`config.mk`:
```
export PLATFORM = sky130hd
export DESIGN_NAME = tm1638_seq
export DESIGN_NICKNAME = d
export VERILOG_FILES = /design/src/rtl/tm1638_seq.sv
export SDC_FILE = /design/constraint.sdc
export NUM_CORES = 1
export LEC_CHECK = 0
export ABC_AREA = 1
export BUFFER_PORTS_ARGS = -buffer_cell sky130_fd_sc_hd__clkbuf_2
export CORE_ASPECT_RATIO = 1.2
export CORE_UTILIZATION = 31
export DETAILED_ROUTE_END_ITERATION = 8
export GPL_TIMING_DRIVEN = 0
export PLACE_DENSITY_LB_ADDON = 0.12
export SLEW_MARGIN = 5
export SYNTH_ARGS = -nofsm -noshare
export SYNTH_HDL_FRONTEND = slang
export SYNTH_SLANG_ARGS = --single-unit
export TNS_END_PERCENT = 30
```
`constraint.sdc`:
```
create_clock -name clk -period 1.8 [get_ports clk]
set_input_delay 0.09 -clock clk [delete_from_list [all_inputs] [get_ports clk]]
set_output_delay 0.09 -clock clk [all_outputs]
set_load 0.02 [all_outputs]
```
`src/rtl/tm1638_seq.sv`:
```
// TM1638 frame sequencer: sends mode, address+16 data bytes, and display-control
// transactions over a bit-banged strobe/clock/data interface from one divider counter.
module tm1638_seq #(
    parameter int CLK_DIV = 4
) (
    input  logic        clk,
    input  logic        rst_n,
    input  logic        start,
    input  logic [63:0] seg,
    input  logic [7:0]  led,
    input  logic [2:0]  bright,
    input  logic        disp_on,
    output logic        busy,
    output logic        done,
    output logic        tm_clk,
    output logic        tm_stb,
    output logic        tm_dio
);

    localparam int DIV_W = $clog2(CLK_DIV);
    localparam logic [DIV_W-1:0] DIV_MAX = DIV_W'(CLK_DIV - 1);

    typedef enum logic [1:0] {IDLE, SETUP, SHIFT, GAP} state_e;

    state_e           state_q, state_d;
    logic [DIV_W-1:0] div_q;
    logic             half_q;   // SHIFT: 0 = clock-low half, 1 = clock-high half
    logic [2:0]       bit_q;
    logic [4:0]       byte_q;
    logic [1:0]       trans_q;
    logic             done_q;
    logic [63:0]      seg_q;
    logic [7:0]       led_q;
    logic [2:0]       bright_q;
    logic             on_q;

    logic             tick;
    logic             last_bit;
    logic [3:0]       pair_idx;
    logic [7:0]       cur_byte;

    assign tick     = (div_q == DIV_MAX);
    assign last_bit = half_q && (bit_q == 3'd7) &&
                      (byte_q == ((trans_q == 2'd1) ? 5'd16 : 5'd0));
    assign pair_idx = byte_q[3:0] - 4'd1;

    // T2 interleaves digit bytes (even) with single-bit LED bytes (odd) after the 0xC0 address.
    always_comb begin
        unique case (trans_q)
            2'd0:    cur_byte = 8'h40;
            2'd1:    cur_byte = (byte_q == 5'd0) ? 8'hC0 :
                                pair_idx[0] ? {7'b0, led_q[pair_idx[3:1]]} :
                                              seg_q[{pair_idx[3:1], 3'b000} +: 8];
            default: cur_byte = {4'h8, on_q, bright_q};
        endcase
    end

    // NOTE: sequential state uses non-blocking assignments so all flops update from pre-edge values.
    always_ff @(posedge clk or negedge rst_n) begin
        if (!rst_n) state_q <= IDLE;
        else        state_q <= state_d;
    end

    // NOTE: every comb output gets a default first so no path can infer a latch.
    always_comb begin
        state_d = state_q;
        unique case (state_q)
            IDLE:  if (start)            state_d = SETUP;
            SETUP: if (tick)             state_d = SHIFT;
            SHIFT: if (tick && last_bit) state_d = GAP;
            GAP:   if (tick && half_q)   state_d = (trans_q == 2'd2) ? IDLE : SETUP;
        endcase
    end

    // NOTE: shadow registers are plain flops, so they take the async reset like every other register.
    always_ff @(posedge clk or negedge rst_n) begin
        if (!rst_n) begin
            div_q    <= '0;
            half_q   <= 1'b0;
            bit_q    <= 3'd0;
            byte_q   <= 5'd0;
            trans_q  <= 2'd0;
            done_q   <= 1'b0;
            seg_q    <= 64'd0;
            led_q    <= 8'd0;
            bright_q <= 3'd0;
            on_q     <= 1'b0;
        end else begin
            done_q <= 1'b0;
            unique case (state_q)
                IDLE: begin
                    if (start) begin
                        seg_q    <= seg;
                        led_q    <= led;
                        bright_q <= bright;
                        on_q     <= disp_on;
                        trans_q  <= 2'd0;
                    end
                end
                SETUP: div_q <= tick ? '0 : div_q + 1'b1;
                SHIFT: begin
                    div_q <= tick ? '0 : div_q + 1'b1;
                    if (tick) begin
                        half_q <= ~half_q;
                        if (half_q) begin
                            if (bit_q == 3'd7) begin
                                bit_q  <= 3'd0;
                                byte_q <= last_bit ? 5'd0 : byte_q + 5'd1;
                            end else begin
                                bit_q <= bit_q + 3'd1;
                            end
                        end
                    end
                end
                GAP: begin
                    div_q <= tick ? '0 : div_q + 1'b1;
                    if (tick) begin
                        half_q <= ~half_q;
                        if (half_q) begin
                            if (trans_q == 2'd2) begin
                                trans_q <= 2'd0;
                                done_q  <= 1'b1;
                            end else begin
                                trans_q <= trans_q + 2'd1;
                            end
                        end
                    end
                end
            endcase
        end
    end

    always_comb begin
        busy   = (state_q != IDLE);
        done   = done_q;
        tm_clk = 1'b1;
        tm_stb = 1'b1;
        tm_dio = 1'b1;
        unique case (state_q)
            IDLE:  ;
            SETUP: tm_stb = 1'b0;
            SHIFT: begin
                tm_stb = 1'b0;
                tm_clk = half_q;
                tm_dio = cur_byte[bit_q];
            end
            GAP:   ;
        endcase
    end

endmodule

```
* Word level (Yosys, flattened, before mapping)
Cells that the tools add are included.
** Operators by class
- Order comparisons :: 2
- Shift operators :: 1
- Muxes and demuxes :: 29
- Bitwise gates (word level) :: 1
- Equal/unequal tests :: 14
- Add/subtract/negate cells :: 5
- Reduce and logical (&&, ||, !) cells :: 18
** Operator list (count)
- 64-bit by 7-bit indexed part select with 8-bit output :: 1
- 2-bit two-way mux :: 9
- 8-bit two-way mux :: 2
- 8-bit one-hot mux with 2 select lines :: 1
- 2-bit != test (second input constant) :: 6
- 4-bit AND reduction :: 3
- 1-bit two-way mux :: 10
- 5-bit two-way mux :: 2
- 2-bit == test (second input constant) :: 4
- 3-bit by 4-bit less-than comparator with 1-bit output (second input constant) :: 2
- 2-bit one-hot mux with 4 select lines :: 1
- 1-bit binary-select mux with 3-bit select :: 2
- 5-bit by 1-bit adder with 5-bit output (second input constant) :: 1
- 5-bit == test :: 1
- 5-bit zero test :: 1
- 2-bit by 1-bit adder with 2-bit output (second input constant) :: 2
- 2-bit by 1-bit == test with 1-bit output (second input constant) :: 2
- 1-bit logical AND :: 4
- 2-bit zero test :: 2
- 2-bit one-hot mux with 2 select lines :: 1
- 2-bit AND reduction :: 2
- 2-bit nonzero test :: 2
- 2-bit OR reduction :: 2
- 4-bit by 1-bit subtractor with 4-bit output (second input constant) :: 1
- 6 further kinds :: 6
** Storage, ports and cells
- Input port bits :: 79
- Flip-flop bits (word level) :: 92
- Output and inout bits :: 5

* Longest topological paths before layout
- Word-level depth :: 9
- Depth in mapped cells :: 16
- Depth with buffers taken out :: 15

* Least setup slack after synthesis
Ideal clock, no wire load.
- Kind :: reg2out
- Start point :: register byte_q[0]
- End point :: output port tm_dio
- Stages on the path, launching flop included :: 15
- Path buffers :: 1
- Required time :: 1.710 ns
- Setup slack :: -0.152 ns
- Arrival :: 1.862 ns
- Cells stage by stage :: dfrtp_1 > inv_2 > ha_1 > inv_2 > buf_2 > nor2_1 > o21ai_0 > nand3_1 > nand2_1 > nand2_1 > nand2_1 > nand2_1 > nand3_1 > nand2_1 > nand3_1
** On the way
- Longest elaborated chain between the ends :: 9
- Elaborated cells on any way between the ends :: 11
** RTL lines
- start: declaration :: RTL line 29 : logic [4:0] byte_q;
- start signal: assignment :: RTL line 108 : byte_q <= last_bit ? 5'd0 : byte_q + 5'd1;
- parallel branches: the longest is 4 deep, another holds 4-bit by 1-bit subtractor with 4-bit output
- 8-bit two-way mux * :: RTL line 51 : 2'd1: cur_byte = (byte_q == 5'd0) ? 8'hC0 :
- 8-bit one-hot mux with 2 select lines * :: RTL line 49 : unique case (trans_q)
- 1-bit binary-select mux with 3-bit select * :: RTL line 145 : tm_dio = cur_byte[bit_q];
- 1-bit two-way mux (implied by the code) * :: RTL line 145
- 1-bit two-way mux * :: RTL line 139 : unique case (state_q)
- end: declaration :: RTL line 17 : output logic tm_dio
Every way passes the cells marked *. The select of a mux whose other input is x is not followed.

* Worst setup path after layout
Ends and elaborated chain as after synthesis.

==> out/results.txt <==
minimum setup slack among reg-to-reg paths = 0.06 ns
Avg Vias per Cell = 4.55
number of inserted diodes = 0
final setup slack of the worst path = -0.639 ns
share of the clock period used by the worst path after layout = 135%
Avg Cell Area, Syn = 8.67 um^2
switching part of the total power = 34.9%
Clock Skews = 0.00458 ns
wire length of the first global-routing pass = 21200 um
Max-Cap Viols = 0
HPWL reported at the end of detailed placement = 9270 um
critical path fanouts, max = 8
weighted congestion at the end of routability-driven global placement = 0.857
Buffers on Ports = 83
TritonCTS Buffers = 9
IO Count = 84
element type at the critical path end = output port
CTS clock-pin slew for the worst setup and hold paths = 0.07 ns
pins over their slew limit = 0
post-synth design cell area = 4720 um^2
critical path required time = 1.71 ns
Max transition margin = 55.0%
kind of critical path = reg -> out
kind of start point of the critical path = register
reported leakage power = 3.37 nW
Cell variety after synth = 26
post-route non-filler standard cell count = 931
commonest non-fill, non-tap cells in the layout = nand2_1 (130), dfrtp_1 (89), clkbuf_2 (84)
row cnt = 49
GRT Total Usage = 18.0%
proportion of layout cells with a drive suffix above 1 = 34.1%
setup repair after global routing missed its margin = true
transition time at the pin with the least slew margin = 0.676 ns
clock group share of total power = 21.0%
Total Power = 0.00861 W
Gate power share = 38.3%
Max Root-Sink Buffers = 2
1st-pass router iterations = 4
Cells after Synth = 545
Final Core Density = 45.4%
cell area power density = 1270 nW/um^2
warning count from the yosys run = 0
Die Span X = 115 um
post-route antenna net violation count = 0
Wirelength per Cell = 14.4 um
worst min-delay path class = in -> reg
final count of hold timing violations = 0
die outline area = 15700 um^2
number of synthesized register bits = 92
final-report setup violation count = 1
f_max = 410 MHz
sequential share of the synthesized area = 48.7%
number of global-route vias before repair = 4289
antenna violations before repair = 0
depth of the CTS H-tree = 3
largest net degree at the start of global routing = 50
synthesized net count = 635
number of nets in the final layout = 812
setup_tns = -0.639 ns
peak supply drop = 590 uV
outcome = finished with violations
wire length reported by the detailed router = 13400 um
internal power = 0.00560 W
Hold WS = 0.00739 ns
min cycle time layout = 2.44 ns
instance count after placement with tap cells included = 833
layout overhead on the synthesized area = 43.8%
Die Ht = 137 um
sw power = 0.00301 W
CTS tree = yes
sequential share of power = 40.8%
TritonCTS sink count = 92
Root Buffer = clkbuf_16
global-route congestion overflow total = 0
clock latency of the later-clocked register in the worst-skew pair = 0.35 ns
detailed router's first-iteration violation count = 127
initial standard-cell utilization of the core = 31.6%
most frequent standard cell in the layout excluding fill and tap cells = nand2_1
failing checks = negative setup slack
area of the placeable core = 15000 um^2
post-route DRC violation count = 0
data arrival at the endpoint of the critical path = 2.35 ns
vias = 4234
per-layer routing:
layer	global-route usage (%)	part of all wire [%]	vias up
met3	3.34	2.7	18
li1	-	-	2105
met5	0	0	-
met2	32.0	52	82
met4	6.06	2.2	0
met1	21.8	43	2029
registers in the layout, indices dropped and copies added (netlist names), 2 cells and up:
signal    count
bit_q         3
bright_q      3
byte_q        5
div_q         2
led_q         8
seg_q        64
state_q       2
trans_q       2
worst paths after layout:
kind / from / to / depth (start not counted)
max in group asynchronous: rst_n / led_q[1] / 3
min in group asynchronous: rst_n / seg_q[41] / 2
worst min-delay path: seg[37] / seg_q[37] / 3
worst max register to register: state_q[0] / seg_q[12] / 6
worst min register to register: div_q[0] / div_q[0] / 1
worst max-delay path: byte_q[0] / tm_dio / 15
Yosys cell counts:
master / count / area share (%)
nor3_1: 2 / 0.21
dfrtp_1: 92 / 49
nand2_4: 2 / 0.48
buf_1: 3 / 0.24
mux2_2: 51 / 12
nand4_1: 2 / 0.26
o21ai_1: 15 / 1.6
nand2_2: 2 / 0.26
nor2_2: 2 / 0.26
a221oi_1: 1 / 0.19
nor3b_1: 2 / 0.32
nor2_1: 62 / 4.9
o21ai_0: 13 / 1.4
ha_1: 11 / 2.9
nand2_1: 142 / 11
xor2_1: 2 / 0.37
inv_4: 1 / 0.13
clkbuf_1: 4 / 0.32
buf_2: 7 / 0.74
a21oi_1: 38 / 4.0
o22ai_1: 1 / 0.13
nor4_1: 1 / 0.13
nand3_1: 29 / 3.1
inv_1: 49 / 3.9
inv_2: 4 / 0.32
buf_6: 7 / 1.7
final cells by class:
cell class,instances,area (um^2)
Fill cell,1525,8170
Multi-Input combinational cell,378,2240
Inverter,54,213
Clock inverter,6,40.0
Tap cell,204,255
Buffer,21,249
Clock buffer,10,239
Timing Repair Buffer,166,1250
Sequential cell,92,2310
kinds of logic after synthesis:
kind of cell,share of synthesized area (%)
AOI/OAI and AO/OA,7.31
xor gates and xnor gates,0.371
adders and majority gates,2.91
buffers and inverters,7.31
DFF,48.7
muxes,12.2
and+or+nand+nor,21.2
power by group through the flow:
| stage | registers (W) | clock network [W] | logic [W] |
|---|---|---|---|
| finish | 0.00351 | 0.00180 | 0.00329 |
| global placement | 0.00351 | 0 | 0.00283 |
| global route | 0.00361 | 0.00194 | 0.00372 |
| floorplan | 0.00337 | 0 | 0.00221 |
| CTS | 0.00350 | 0.00186 | 0.00308 |
| detailed placement | 0.00354 | 0 | 0.00289 |
what timing repair did:
item                                    CTS  global route
resized for setup                        36            51
endpoints found under the setup margin   78            62
hold buffers                             58             0
setup buffers                             6            16
endpoints found under the hold margin   100             0
pin swaps                                 3            24
gates cloned                              0             2
critical path, cell delays in order (launching register included):
cell     delay (ns)
dfrtp_2        0.43
inv_4          0.09
ha_4           0.22
buf_12         0.15
buf_8          0.13
nor2_1         0.10
o21ai_1        0.08
nand3_1        0.12
nand3_1        0.08
nand3_1        0.10
nand2_1        0.06
nand2_1        0.06
nand2_1        0.05
nand2_1        0.07
nand3_2        0.10
buf_8          0.14
stage by stage:
step	area (um^2)	setup slack, ns
4_1_cts	6450	-0.641
3_3_place_gp	5420	-0.614
2_1_floorplan	4750	-0.0176
5_1_grt	6790	-0.749
3_5_place_dp	5450	-0.600
6_report	6790	-0.639
(Power assumes the default switching activity.)
